**config.mk**
```make
export PLATFORM = sky130hd
export DESIGN_NAME = config_frame_writer_flat
export DESIGN_NICKNAME = d
export VERILOG_FILES = /design/src/rtl/cfg_pkg.sv /design/src/rtl/config_frame_writer_if.sv /design/src/rtl/config_frame_writer.sv /design/src/flat_wrapper.sv
export SDC_FILE = /design/constraint.sdc
export NUM_CORES = 1
export LEC_CHECK = 0
export CORE_MARGIN = 10
export CORE_UTILIZATION = 30
export DETAILED_ROUTE_END_ITERATION = 16
export PLACE_DENSITY_LB_ADDON = 0.1
export SYNTH_ARGS = -nofsm -noshare
export SYNTH_HDL_FRONTEND = slang
export SYNTH_SLANG_ARGS = --single-unit
```
**constraint.sdc**
```tcl
create_clock -name clk -period 3 [get_ports clk]
set_clock_uncertainty 0.2 [all_clocks]
set_input_delay 0.45 -clock clk [delete_from_list [all_inputs] [get_ports clk]]
set_output_delay 0.45 -clock clk [all_outputs]
set_load 0.01 [all_outputs]
```
**src/rtl/cfg_pkg.sv**
```systemverilog
// Shared definitions for the configuration frame writer.
//   state_e         - FSM state encoding (IDLE, LOAD, DRAIN, COMMIT).
//   calc_nwords()   - stream words needed to cover a configuration word.
//   calc_cnt_w()    - word counter width for a given frame length.
//   CNT_W           - counter width for the default 384-bit / 8-bit setup.
package cfg_pkg;

  typedef enum logic [1:0] {
    ST_IDLE   = 2'd0,
    ST_LOAD   = 2'd1,
    ST_DRAIN  = 2'd2,
    ST_COMMIT = 2'd3
  } state_e;

  function automatic int calc_nwords(input int conf_width, input int din_w);
    return (conf_width + din_w - 1) / din_w;
  endfunction

  // The counter must be able to hold NWORDS itself, so it never wraps
  // inside a frame.
  function automatic int calc_cnt_w(input int nwords);
    return $clog2(nwords + 1);
  endfunction

  localparam int DEF_CONF_WIDTH = 16 * (8 + 16);
  localparam int DEF_DIN_W      = 8;
  localparam int CNT_W          = calc_cnt_w(calc_nwords(DEF_CONF_WIDTH, DEF_DIN_W));

endpackage

```
**src/rtl/config_frame_writer_if.sv**
```systemverilog
// Byte-wide configuration stream (valid/ready handshake).
//   cfg_valid - producer has a word
//   cfg_ready - consumer accepts; transfer when valid & ready at clk edge
//   cfg_data  - stream word (DIN_W bits)
//   cfg_last  - final word of a frame
// master: stream producer; slave: the frame writer.
interface config_frame_writer_if #(
  parameter int DIN_W = 8
);
  logic             cfg_valid;
  logic             cfg_ready;
  logic [DIN_W-1:0] cfg_data;
  logic             cfg_last;

  modport master (output cfg_valid, output cfg_data, output cfg_last, input cfg_ready);
  modport slave  (input cfg_valid, input cfg_data, input cfg_last, output cfg_ready);
endinterface

```
**src/rtl/config_frame_writer.sv**
```systemverilog
// Configuration frame writer: assembles a byte stream into the wide fabric
// configuration word and commits it with a one-cycle strobe.
//   clk   - clock, rising edge
//   rst   - asynchronous, active-low reset
//   cfg   - stream slave port (valid/ready/data/last)
//   c     - committed configuration word, holds between commits
//   cset  - one-cycle commit strobe, c is valid while it is high
//   busy  - FSM is not idle
//   err   - sticky frame error, cleared by the next frame's first word
// Only frames of exactly NWORDS words terminated by cfg_last reach c;
// short frames are dropped, oversized frames are drained to cfg_last.
module config_frame_writer
  import cfg_pkg::*;
#(
  parameter  int W          = 16,
  parameter  int DATAIN     = 8,
  parameter  int DATAOUT    = 16,
  parameter  int DIN_W      = 8,
  localparam int CONF_WIDTH = W * (DATAIN + DATAOUT)
) (
  input  logic                    clk,
  input  logic                    rst,
  config_frame_writer_if.slave    cfg,
  output logic [CONF_WIDTH-1:0]   c,
  output logic                    cset,
  output logic                    busy,
  output logic                    err
);

  localparam int NWORDS = calc_nwords(CONF_WIDTH, DIN_W);
  localparam int CW     = calc_cnt_w(NWORDS);
  localparam int SH_W   = NWORDS * DIN_W;
  localparam logic [CW-1:0] LAST_IDX = CW'(NWORDS - 1);

  state_e                  state_q, state_d;
  logic [CW-1:0]           cnt_q, cnt_d;
  logic [SH_W-1:0]         shadow_q, shadow_d;
  logic [CONF_WIDTH-1:0]   c_q, c_d;
  logic                    cset_q, cset_d;
  logic                    err_q, err_d;
  logic                    ready_q, ready_d;
  logic                    accept;

  assign accept        = cfg.cfg_valid & ready_q;
  assign cfg.cfg_ready = ready_q;
  assign c             = c_q;
  assign cset          = cset_q;
  assign err           = err_q;
  assign busy          = (state_q != ST_IDLE);

  // NOTE: every variable gets its default before the case statement so no
  // path leaves one unassigned; that is what keeps this block latch-free.
  always_comb begin
    state_d  = state_q;
    cnt_d    = cnt_q;
    shadow_d = shadow_q;
    err_d    = err_q;

    case (state_q)
      ST_IDLE: begin
        if (accept) begin
          err_d                = 1'b0;
          shadow_d[DIN_W-1:0]  = cfg.cfg_data;
          cnt_d                = CW'(1);
          if (!cfg.cfg_last)    state_d = ST_LOAD;
          else if (NWORDS == 1) state_d = ST_COMMIT;
          else                  err_d   = 1'b1;   // one-word frame is short
        end
      end

      ST_LOAD: begin
        if (accept) begin
          // Shadow write decoder: word k lands at bits [k*DIN_W +: DIN_W].
          for (int k = 0; k < NWORDS; k++) begin
            if (cnt_q == CW'(k)) shadow_d[k*DIN_W +: DIN_W] = cfg.cfg_data;
          end
          cnt_d = cnt_q + CW'(1);
          if (cnt_q == LAST_IDX) begin
            if (cfg.cfg_last) begin
              state_d = ST_COMMIT;
            end else begin
              state_d = ST_DRAIN;                  // oversized frame
              err_d   = 1'b1;
            end
          end else if (cfg.cfg_last) begin
            state_d = ST_IDLE;                     // short frame
            err_d   = 1'b1;
          end
        end
      end

      ST_DRAIN: begin
        if (accept && cfg.cfg_last) state_d = ST_IDLE;
      end

      ST_COMMIT: state_d = ST_IDLE;

      default:   state_d = ST_IDLE;
    endcase
  end

  // Outputs are registered off the next state so c and cset change on the
  // same edge that enters COMMIT, and ready drops for the COMMIT cycle.
  assign ready_d = (state_d != ST_COMMIT);
  assign cset_d  = (state_d == ST_COMMIT);
  assign c_d     = cset_d ? shadow_d[CONF_WIDTH-1:0] : c_q;

  // NOTE: the shadow is a plain register bank, not RAM, so it is reset like
  // any flop; a reset mid-frame therefore leaves no stale bytes behind.
  always_ff @(posedge clk or negedge rst) begin
    if (!rst) begin
      state_q  <= ST_IDLE;
      cnt_q    <= '0;
      shadow_q <= '0;
      c_q      <= '0;
      cset_q   <= 1'b0;
      err_q    <= 1'b0;
      ready_q  <= 1'b0;
    end else begin
      state_q  <= state_d;
      cnt_q    <= cnt_d;
      shadow_q <= shadow_d;
      c_q      <= c_d;
      cset_q   <= cset_d;
      err_q    <= err_d;
      ready_q  <= ready_d;
    end
  end

endmodule

```
**src/flat_wrapper.sv**
```systemverilog
// flat-port wrapper written by rule: the top's interface ports become plain ports
module config_frame_writer_flat import cfg_pkg::*;
#(
  parameter  int W          = 16,
  parameter  int DATAIN     = 8,
  parameter  int DATAOUT    = 16,
  parameter  int DIN_W      = 8,
  localparam int CONF_WIDTH = W * (DATAIN + DATAOUT)
)
  (clk, rst, c, cset, busy, err, cfg_cfg_valid, cfg_cfg_data, cfg_cfg_last, cfg_cfg_ready);
  config_frame_writer_if #(.DIN_W(DIN_W)) cfg_i ();
  input  logic clk;
  input  logic rst;
  output logic [CONF_WIDTH-1:0] c;
  output logic cset;
  output logic busy;
  output logic err;
  input wire logic [$bits(cfg_i.cfg_valid)-1:0] cfg_cfg_valid;
  input wire logic [$bits(cfg_i.cfg_data)-1:0] cfg_cfg_data;
  input wire logic [$bits(cfg_i.cfg_last)-1:0] cfg_cfg_last;
  output wire logic [$bits(cfg_i.cfg_ready)-1:0] cfg_cfg_ready;
  assign cfg_i.cfg_valid = cfg_cfg_valid;
  assign cfg_i.cfg_data = cfg_cfg_data;
  assign cfg_i.cfg_last = cfg_cfg_last;
  assign cfg_cfg_ready = cfg_i.cfg_ready;
  config_frame_writer #(.W(W), .DATAIN(DATAIN), .DATAOUT(DATAOUT), .DIN_W(DIN_W)) u_core (.clk(clk), .rst(rst), .cfg(cfg_i), .c(c), .cset(cset), .busy(busy), .err(err));
endmodule
```
**Word-level counts from Yosys, hierarchy flattened**

Cells that the tools add are included.

- $add $sub $neg: 1
- Eq/ne operators: 56
- Multiplexer cells: 70
- Bitwise logic cells: 1
- Reduce and logical (&&, ||, !) cells: 7

Operators with widths:

| kind | count |
|---|---|
| $mux 8 | 49 |
| $mux 384 | 1 |
| $mux 376 | 1 |
| $eq 6x5->1 const B | 16 |
| $eq 6x6->1 const B | 16 |
| $eq 6x4->1 const B | 8 |
| $eq 6x3->1 const B | 4 |
| $pmux 8 s2 | 1 |
| $eq 6x2->1 const B | 2 |
| $mux 2 | 6 |
| $mux 6 | 2 |
| $pmux 6 s2 | 1 |
| $pmux 2 s4 | 1 |
| $mux 1 | 7 |
| $add 6x1->6 const B | 1 |
| $eq 2x2->1 const B | 3 |
| $eq 6x1->1 const B | 1 |
| $logic_not 6->1 | 1 |
| $reduce_and 5->1 | 1 |
| $ne 2x1->1 const B | 2 |
| $reduce_bool 2->1 | 2 |
| $ne 3x2->1 const B | 1 |
| $ne 3x3->1 const B | 1 |
| $reduce_and 3->1 | 1 |
| 6 further kinds | 6 |

- Register bits: 779
- Input port bits: 12
- Output and inout port bits: 388
- Word-level logic and storage cells: 142

**Longest topological paths before layout**

Gate-level depths: netlist (run 1).

- Depth in word-level cells: 5
- Depth in mapped cells: 12
- Gate-level depth less buffers: 7

**Worst setup path after synthesis (run 1)**

Ideal clock, no wire load.

- Path kind: reg2reg
- Start: register u_core.cnt_q[0]
- End: register u_core.c_q[359] (netlist: u_core.c[359])
- Library setup time: 0.125 ns
- Data arrival time: 2.120 ns
- Data required time: 2.675 ns
- Path slack: 0.555 ns
- Cell stages (with the launch flop): 8
- Buffers on the path: 1
- Clock period less this slack: 2.445 ns
- Cell sequence: dfrtp_1 -> inv_1 -> ha_1 -> clkbuf_1 -> nand3_1 -> nor3_2 -> mux2_2 -> mux2_2

- Elaborated cells on any way between the ends: 9
- Classes of those cells: 3 x eq/ne; 6 x mux

RTL lines:

| item | line | RTL |
|---|---|---|
| from (decl) | config_frame_writer.sv:36 | `logic [CW-1:0] cnt_q, cnt_d;` |
| from (signal assigned) | config_frame_writer.sv:121 | `cnt_q <= cnt_d;` |
| $eq 6x6->1 | config_frame_writer.sv:75 | `if (cnt_q == CW'(k)) shadow_d[k*DIN_W +: DIN_W] = cfg.cfg_data;` |
| $mux 8 | config_frame_writer.sv:75 |  |
| $mux 384 | config_frame_writer.sv:72 | `if (accept) begin` |
| $mux 376 | config_frame_writer.sv:59 | `case (state_q)` |
| via u_core.shadow_d[359] | config_frame_writer.sv:37 | `logic [SH_W-1:0] shadow_q, shadow_d;` |
| to (signal assigned) | config_frame_writer.sv:115 | `c_q <= '0;` |
| to (signal assigned) | config_frame_writer.sv:123 | `c_q <= c_d;` |
| to (decl) | config_frame_writer.sv:38 | `logic [CONF_WIDTH-1:0] c_q, c_d;` |

The timed path passes the listed nets, and every way through them passes these cells.
A chain may end at the register's enable or synchronous reset.

**Worst setup path in the final report (run 1)**

- Start: register u_core.state_q[0]
- End: output port busy

- Cells in the longest elaborated chain, start to end: 1

RTL lines:

| item | line | RTL |
|---|---|---|
| from (decl) | config_frame_writer.sv:35 | `state_e state_q, state_d;` |
| from (signal assigned) | config_frame_writer.sv:120 | `state_q <= state_d;` |
| $reduce_bool 2->1 | config_frame_writer.sv:49 | `assign busy = (state_q != ST_IDLE);` |
| to (decl) | flat_wrapper.sv:16 | `output logic busy;` |

Every way passes these cells.

==> run_results.csv, run 1 <==
group,metric,value,unit
timing,final-max-slew-violation-count,0,
clock_tree,ctsResizeCount,0,
clock_tree,cts_tree,"built",
synthesis,netlist_area,29800,um2
timing,post-route-period-util,0.911,
grt,antenna_found_initial,7,
timing,hold_viol_final,0,
drt,drc,0,
drt,wl_met1,40200,um
place,globalplace.congestion,0.750,
critical_path,crit_path_end_kind,"output pin",
grt,track_usage,0.159,
critical_path,worstSetupPathType,"flop to output pin",
grt,grt_max_degree,95,
drt,first_pass_iters,4,
die,die_y,335,um
grt,grt_pass1_wl,134000,um
drt,vias,17400,
power,vdd_drop_max,0.000357,V
power,intPower,19.1,mW
drt,antenna_left,0,
drt,wl_met3,4600,um
layout,layout_commonest_cell,"dfrtp_1",
timing,slew_headroom,0.425,
timing,rsz0062_at_grt,"false",
clock_tree,clockRootBuffer,"clkbuf_16",
drt,met2WireLength,43500,um
synthesis,dominantRegCellSynth,"dfrtp_1",
layout,multi_input_area,9640,um2
drt,routedWlPerCell,23.6,um
critical_path,path_cells,"or2_2 -> clkdlybuf4s50_1",
critical_path,max_stage_delay,0.58,ns
critical_path,cp.buffers_inverters,1,
layout,area_growth,30.7,%
place,place_hpwl,60600,um
timing,fin_crit,2.73,ns
clock_tree,cts_sinks,771,
synthesis,yosys_register_bits,771,
layout,seq_area,19300,um2
grt,grt_pass1_vias,19000,
critical_path,crit_path_start_kind,"flop",
layout,fin_nets,2470,
die,die-area,112000,um2
timing,fmax,366,MHz
layout,drive_above_1_share,0.341,
critical_path,arrival,2.08,ns
power,pwr-share-comb,0.079,
layout,layoutNonFillerInstCount,3817,
timing,worst_pin_slew,0.863,ns
drt,dr.first_iter.drc_count,928,
timing,setup_viol,0,
power,power_leakage,19.0,nW
clock_tree,cts-buffers-inserted,91,
drt,top_layer,"met5",
power,clock_power_share,0.462,
critical_path,rrSetupSlack,0.32,ns
die,row_count,115,
layout,final_cell_mix,"dfrtp_1 (771), clkdlybuf4s50_1 (390), mux2_2 (335), mux2_4 (225), nand2_1 (211)",
clock_tree,insertion_delay,0.67,ns
power,power.net_switching,6.16,mW
place,dpl.cell_count,3647,
synthesis,synth.distinct_cells,38,
power,switching_share,0.244,
power,power_density,649,nW/um2
run_status,status,"finished, final reports clean",
worst_hold_path,min-delay-path-class,"primary input to flop",
synthesis,syn_nets,2002,
critical_path,crit_slowest_cell,"clkdlybuf4s50_1",
die,core,98400,um2
synthesis,syn_inst,1986,
drt,via_per_inst,4.57,
drt,wl,90100,um
synthesis,synth-edff-count,0,
run,cap_violations,0,
clock_tree,clockBufferDepth,3,
clock_tree,htreeDepth,3,
critical_path,path_max_fanout,10,
die,start_util,0.302,
synthesis,async_flop_share,1.00,
die,boundaryPins,400,
layout,fill_cells,9285,
synthesis,synth_seq_area_share,0.648,
critical_path,crit_family,"buffers and inverters",
timing,setup_tns,0,ns
clock_tree,path_clk_slew,0.06,ns
grt,overflow,0,
synthesis,yosys_warnings,0,
power,seqPwrFrac,0.459,
place,port_buffers,399,
synthesis,syn_avg_cell_area,15.0,um2
die,die_w,335,um
critical_path,worstPathRequired,2.35,ns
[flip-flops by register name, indices dropped and copies added (netlist names)]
register and flops:
u_core.cset 1, u_core.cfg.cfg_ready 1, u_core.shadow_q 376, u_core.c 384, u_core.state_q 2, u_core.cnt_q 6
u_core.err 1
[Yosys cell counts (2+ instances only)]
library cell	instances	area, um2
a21oi_1	4	20.0
and3_1	11	68.8
buf_1	2	7.51
buf_2	29	145
buf_4	3	22.5
buf_6	32	360
clkbuf_1	69	259
dfrtp_1	771	19300
ha_1	4	50.1
inv_1	11	41.3
mux2_2	335	3770
mux2_4	225	3380
mux2i_1	2	20.0
nand2_1	211	792
nand2b_1	4	25.0
nand3_1	11	55.1
nand3_2	9	90.1
nand3b_1	3	22.5
nand4_1	12	75.1
nor2_1	7	26.3
nor2_2	4	25.0
nor2b_1	2	12.5
nor3_1	2	10.0
nor3_2	4	40.0
o21ai_0	199	996
o21ai_1	8	40.0
[cells by family after synthesis]
kind of cell    Yosys count  synth area share
mux                     562             0.241
flops                   771             0.648
buf+inv                 147            0.0282
fa+ha+maj                 4           0.00168
compound gates          215            0.0367
simple gates            287            0.0442
[worst register-to-register path: cells and delay by family (launching register included)]
kind                       cells  cell delay, ns
DFF                            1            0.44
adders and majority gates      1            0.23
buffers and inverters          3            0.65
muxes                          1            0.33
and+or+nand+nor                3            0.70
[power by group through the flow]
stage          clock network (mW)  registers [mW]  logic, mW
2_1_floorplan                   0            11.6       1.13
3_3_place_gp                    0            11.8       2.00
3_5_place_dp                    0            11.8       2.05
4_1_cts                      12.0            11.6       2.06
5_1_grt                      12.5            11.7       2.20
6_report                     11.6            11.6       1.99
[final timing paths]
path,from,endpoint,cells after the start
setup / recovery,u_core.state_q[0],busy,2
hold / removal,cfg_cfg_data[4],u_core.shadow_q[140],2
setup reg to reg,u_core.cnt_q[0],u_core.c[64],8
hold reg to reg,u_core.shadow_q[274],u_core.shadow_q[274],2
max in group asynchronous,rst,u_core.shadow_q[341],3
min in group asynchronous,rst,u_core.c[18],2
[stage by stage]
stage | instance area, um2 | utilization | total power [mW] | worst slack [ns] | hold WS, ns
after floorplan | 29800 | - | 12.7 | 0.555 | -0.0456
after global placement | 35700 | 0.363 | 13.8 | 0.123 | 0.251
after detailed placement | 35700 | 0.363 | 13.8 | 0.106 | 0.260
after CTS | 38900 | 0.395 | 25.7 | 0.220 | 0.116
after global routing | 38900 | 0.395 | 26.3 | 0.145 | 0.0948
final | 38900 | 0.395 | 25.2 | 0.266 | 0.116
[routing by layer]
metal / vias to the layer above / track usage
li1: 7855 / -
met1: 9081 / 0.208
met2: 382 / 0.264
met3: 120 / 0.0390
met4: 4 / 0.0377
met5: - / 0
[repair_timing]
| item | 4_1_cts | 5_1_grt |
|---|---|---|
| setup buffers | 0 | 0 |
| hold buffers | 1 | 0 |
| hold endpoints to repair | 39 | 0 |
[area by class of cell]
type                    instances  area share
multi-input cells            1068       0.248
repair buffers                510       0.131
well taps                    1287      0.0414
clock buffers                 120      0.0665
clock inverters                47      0.0157
diodes                          2    0.000129
flip-flops and latches        771       0.496
inverters                      12     0.00135
No activity file was read; power rests on OpenSTA's default activity.
==> inputs of run 2 (changes only) <==
CORE_MARGIN = 1.5   (was 10)
==> run 2 against run 1 <==
Effect of this change:
- first-iteration DRC count down 15%
- critical endpoint is now u_core.c[366]
- non-clock buffer count up 16
- power down 3.2%
- critical path type is now flop to flop
- core utilization about the same
- sequential share of layout area up 0.13 points
==> run_results.csv, run 2 (synthesis gave the netlist of run 1 again) <==
group,metric,value,unit
run_status,status,"finished, final reports clean",
grt,antenna_found_initial,5,
drt,drc,0,
layout,final_cell_mix,"dfrtp_1 (771), clkdlybuf4s50_1 (390), mux2_2 (335), mux2_4 (225), nand2_1 (211)",
clock_tree,cts_sinks,771,
grt,met2_usage,0.280,
critical_path,path_cells,"inv_1 -> ha_1 -> nand3_1 -> nor3_2 -> buf_4 -> mux2_2 -> mux2_2",
place,dpl.cell_count,3663,
critical_path,crit_path_end_kind,"flop",
die,boundaryPins,400,
clock_tree,cts-buffers-inserted,87,
layout,n_antenna_cell,0,
critical_path,crit_slowest_cell,"nor3_2",
clock_tree,htreeDepth,3,
die,die_y,318,um
timing,fin_crit,2.78,ns
run,cap_violations,0,
critical_path,crit_path_start_kind,"flop",
timing,fmax,359,MHz
critical_path,worstPathRequired,3.31,ns
timing,post-route-period-util,0.928,
drt,vias,17300,
critical_path,cp.depth,7,
timing,worst_pin_slew,0.924,ns
critical_path,cp.buffers_inverters,2,
power,vdd_drop_max,0.000410,V
drt,via_per_inst,4.52,
timing,setup_tns,0,ns
grt,grt_use_met3,0.0324,
timing,hold_viol_final,0,
critical_path,reg2reg_depth,7,
critical_path,arrival,3.10,ns
critical_path,cpMostUsedCell,"mux2_2",
clock_tree,insertion_delay,0.65,ns
die,die_w,318,um
grt,met1_usage,0.224,
critical_path,crit_family,"simple AND/OR/NAND/NOR gates",
timing,final-max-slew-violation-count,0,
die,start_util,0.303,
timing,setup_viol,0,
layout,drive_above_1_share,0.340,
clock_tree,cts_setup_buffers,0,
grt,grt_busiest_layer,"met2",
grt,grt_max_degree,83,
drt,wl,85200,um
die,die-area,101000,um2
power,power_density,629,nW/um2
grt,overflow,0,
critical_path,path_max_fanout,6,
drt,first_pass_iters,4,
place,globalplace.congestion,0.745,
grt,grt_pass1_wl,127000,um
drt,antenna_left,0,
place,place_hpwl,56900,um
worst_hold_path,min-delay-path-class,"primary input to flop",
clock_tree,clockBufferDepth,3,
grt,track_usage,0.168,
timing,rsz0062_at_grt,"false",
grt,grt_pass1_vias,18300,
layout,fin_nets,2482,
drt,routedWlPerCell,22.3,um
die,row_count,115,
critical_path,max_stage_delay,0.49,ns
critical_path,worstSetupPathType,"flop to flop",
layout,layoutNonFillerInstCount,3820,
layout,area_growth,30.4,%
clock_tree,clockRootBuffer,"clkbuf_16",
power,power_leakage,18.9,nW
layout,largest_reg_flops,384,
clock_tree,cts_tree,"built",
clock_tree,path_clk_slew,0.06,ns
layout,layout_commonest_cell,"dfrtp_1",
drt,dr.first_iter.drc_count,788,
worst_hold_path,holdPathStages,2,
place,port_buffers,399,
timing,slew_headroom,0.383,
die,core,98300,um2
==> run 2: area by class of cell <==
| cell class | instances | area, um2 |
|---|---|---|
| clock inverter | 38 | 460 |
| inverter | 12 | 52.6 |
| sequential | 771 | 19300 |
| tap | 1287 | 1610 |
| timing repair buffer | 526 | 5300 |
| fill | 9208 | 59500 |
| multi-input combinational | 1068 | 9650 |
| clock buffer | 118 | 2440 |
==> run 2: report_power, final <==
part	total (mW)	internal, mW	switching (mW)
combinational	1.96	0.894	1.07
sequential	11.6	11.2	0.443
clock	10.9	6.49	4.38
total	24.4	18.5	5.89
==> run 2: per-stage QoR <==
step / util / total power [mW] / worst slack, ns / area [um2] / hold WS (ns)
after floorplan: - / 12.7 / 0.555 / 29800 / -0.0456
after global placement: 0.365 / 13.7 / 0.0975 / 35900 / 0.252
after detailed placement: 0.365 / 13.8 / 0.0392 / 35900 / 0.259
after CTS: 0.395 / 24.9 / 0.205 / 38800 / 0.111
after global routing: 0.395 / 25.5 / 0.121 / 38800 / 0.143
final: 0.395 / 24.4 / 0.217 / 38800 / 0.153
==> run 2: what timing repair did <==
| action | CTS | global route |
|---|---|---|
| gates resized for setup | 0 | 0 |
| setup endpoints to repair | 0 | 0 |
| hold buffers | 1 | 0 |
| endpoints found under the hold margin | 44 | 0 |
==> run 2: path summary, 6_finish.rpt <==
check / start / to / slack, ns
worst max-delay path: u_core.cnt_q[1] / u_core.c[366] / 0.22
worst min-delay path: cfg_cfg_data[1] / u_core.shadow_q[361] / 0.15
worst max register to register: u_core.cnt_q[1] / u_core.c[366] / 0.22
worst min register to register: u_core.shadow_q[331] / u_core.shadow_q[331] / 0.27
max in group asynchronous: rst / u_core.c[142] / 1.33
min in group asynchronous: rst / u_core.c[53] / 0.25
==> run 2: metal layers <==
layer	vias to the layer above	wire length, um
li1	7831	-
met1	8998	38800
met2	333	41400
met3	92	3510
met4	4	1470
met5	-	22
==> run 2: worst register-to-register path, stage by stage, from the launching register on <==
cell and delay [ns]:
dfrtp_1 0.42, inv_1 0.10, ha_1 0.17, nand3_1 0.43, nor3_2 0.49, buf_4 0.25, mux2_2 0.35, mux2_2 0.26
==> inputs of run 3 (changes only) <==
clock period = 2.4 ns   (was 3 ns; I/O delays follow)
==> run 3 against run 2 <==
Effect of this change:
- core utilization rose by 0.95 points
- die area unchanged
- sequential share of layout area down 1.2 points
- clock-buffer cell count up 16
- largest power group unchanged
- largest cell class unchanged
- non-clock buffer count increased by 49
- flip-flop and latch count stayed put
- power grew 28%
- critical endpoint is now c[354]
- register-to-register slack worse by 0.11 ns
- final cell count is 1.5% higher
- setup slack worse by 0.14 ns
==> run_results.csv, run 3 (synthesis gave the netlist of run 1 again) <==
group,metric,value,unit
drt,dr.first_iter.drc_count,696,
clock_tree,htreeDepth,3,
die,die-area,101000,um2
drt,wl,86600,um
clock_tree,clockBufferDepth,3,
grt,met2_usage,0.283,
timing,rsz0062_at_grt,"false",
die,die_y,318,um
critical_path,arrival,1.76,ns
power,power.net_switching,7.50,mW
die,boundaryPins,400,
clock_tree,cts-buffers-inserted,90,
power,power_leakage,19.4,nW
critical_path,worstSetupPathType,"flop to output pin",
timing,worst_pin_slew,0.806,ns
grt,grt_pass1_vias,19000,
grt,met1_usage,0.232,
place,port_buffers,399,
timing,hold_viol_final,0,
grt,track_usage,0.172,
critical_path,crit_family,"buffers and inverters",
run_status,status,"finished, final reports clean",
grt,grt_pass1_wl,130000,um
layout,drive_above_1_share,0.356,
layout,area_growth,33.5,%
clock_tree,path_clk_slew,0.06,ns
power,vdd_drop_max,0.000441,V
timing,final-max-slew-violation-count,0,
place,place_hpwl,58600,um
worst_hold_path,min-delay-path-class,"primary input to flop",
layout,fill_cells,9143,
critical_path,worstPathRequired,1.84,ns
timing,fin_crit,2.32,ns
place,globalplace.congestion,0.752,
drt,via_per_inst,4.54,
clock_tree,clockRootBuffer,"clkbuf_16",
critical_path,crit_slowest_cell,"clkdlybuf4s50_1",
layout,n_antenna_cell,0,
power,pwr-share-comb,0.086,
critical_path,max_stage_delay,0.75,ns
place,dpl-instance-area,36600,um2
layout,layout_commonest_cell,"dfrtp_1",
clock_tree,insertion_delay,0.65,ns
drt,routedWlPerCell,22.3,um
grt,grt_use_met3,0.0346,
power,power,31.2,mW
layout,final_cell_mix,"dfrtp_1 (771), clkdlybuf4s50_1 (388), mux2_2 (335), mux2_4 (225), nand2_1 (211)",
layout,finalInstanceArea,39700,um2
layout,fin_nets,2535,
power,switching_share,0.240,
critical_path,path_max_fanout,2,
timing,slew_headroom,0.462,
run,cap_violations,0,
timing,fmax,430,MHz
die,row_count,115,
clock_tree,cts_tree,"built",
power,power_density,785,nW/um2
power,clock_power_share,0.451,
power,seqPwrFrac,0.463,
grt,antenna_found_initial,6,
critical_path,crit_path_start_kind,"flop",
timing,post-route-period-util,0.968,
grt,overflow,0,
die,die_w,318,um
drt,first_pass_iters,7,
die,start_util,0.303,
drt,vias,17600,
clock_tree,cts_sinks,771,
grt,grt_busiest_layer,"met2",
die,core,98300,um2
timing,setup_viol,0,
grt,grt_max_degree,106,
drt,drc,0,
critical_path,crit_path_end_kind,"output pin",
critical_path,cp.buffers_inverters,1,
critical_path,path_cells,"clkdlybuf4s50_1",
layout,largest_reg_flops,384,
drt,antenna_left,0,
power,intPower,23.7,mW
==> run 3: power by group through the flow <==
stage / sequential (mW) / clock (mW) / combinational [mW]
floorplan: 14.5 / 0 / 1.41
global placement: 14.7 / 0 / 2.64
detailed placement: 14.7 / 0 / 2.71
CTS: 14.5 / 14.6 / 2.73
global route: 14.6 / 15.1 / 2.90
finish: 14.4 / 14.1 / 2.67
==> run 3: layer usage <==
| layer | vias to the layer above | part of all wire |
|---|---|---|
| li1 | 7961 | - |
| met1 | 9180 | 0.46 |
| met2 | 371 | 0.48 |
| met3 | 101 | 0.044 |
| met4 | 4 | 0.018 |
| met5 | - | 0.00030 |
==> run 3: what timing repair did <==
action                                 in CTS  in global routing
hold buffers                                3                  0
setup endpoints to repair                  17                146
setup buffers                               0                  1
cloned                                      0                  1
resized for setup                           4                  2
endpoints found under the hold margin     599                  0
==> run 3: cell type report <==
type,instances,area [um2],area share
clock inverter,31,362,0.00910
timing repair inverter,1,8.76,0.000220
clock buffer,134,2740,0.0689
tap,1287,1610,0.0405
sequential,771,19300,0.485
inverter,12,57.6,0.00145
timing repair buffer,575,6000,0.151
multi-input combinational,1068,9670,0.243
==> run 3: stage by stage <==
| stage | util | setup TNS [ns] | std cells | hold WS, ns | setup slack, ns |
|---|---|---|---|---|---|
| after floorplan | - | -2.61 | 1986 | -0.136 | -0.0130 |
| after global placement | 0.372 | -68.11 | 3709 | 0.0896 | -0.242 |
| after detailed placement | 0.372 | -79.97 | 3709 | 0.0913 | -0.291 |
| after CTS | 0.404 | 0 | 3877 | 0.0294 | 0.0268 |
| after global routing | 0.404 | 0 | 3879 | 0.0401 | 0.0150 |
| final | 0.404 | 0 | 3879 | 0.0477 | 0.0766 |
==> run 3: final timing paths <==
check / from / end / slack, ns / depth (start not counted)
setup / recovery: u_core.c[354] / c[354] / 0.08 / 1
hold / removal: cfg_cfg_data[2] / u_core.shadow_q[242] / 0.05 / 2
setup reg to reg: u_core.cnt_q[0] / u_core.c[96] / 0.11 / 8
hold reg to reg: u_core.shadow_q[338] / u_core.shadow_q[338] / 0.27 / 2
max in group asynchronous: rst / u_core.shadow_q[180] / 1.19 / 3
min in group asynchronous: rst / u_core.shadow_q[29] / 0.20 / 3
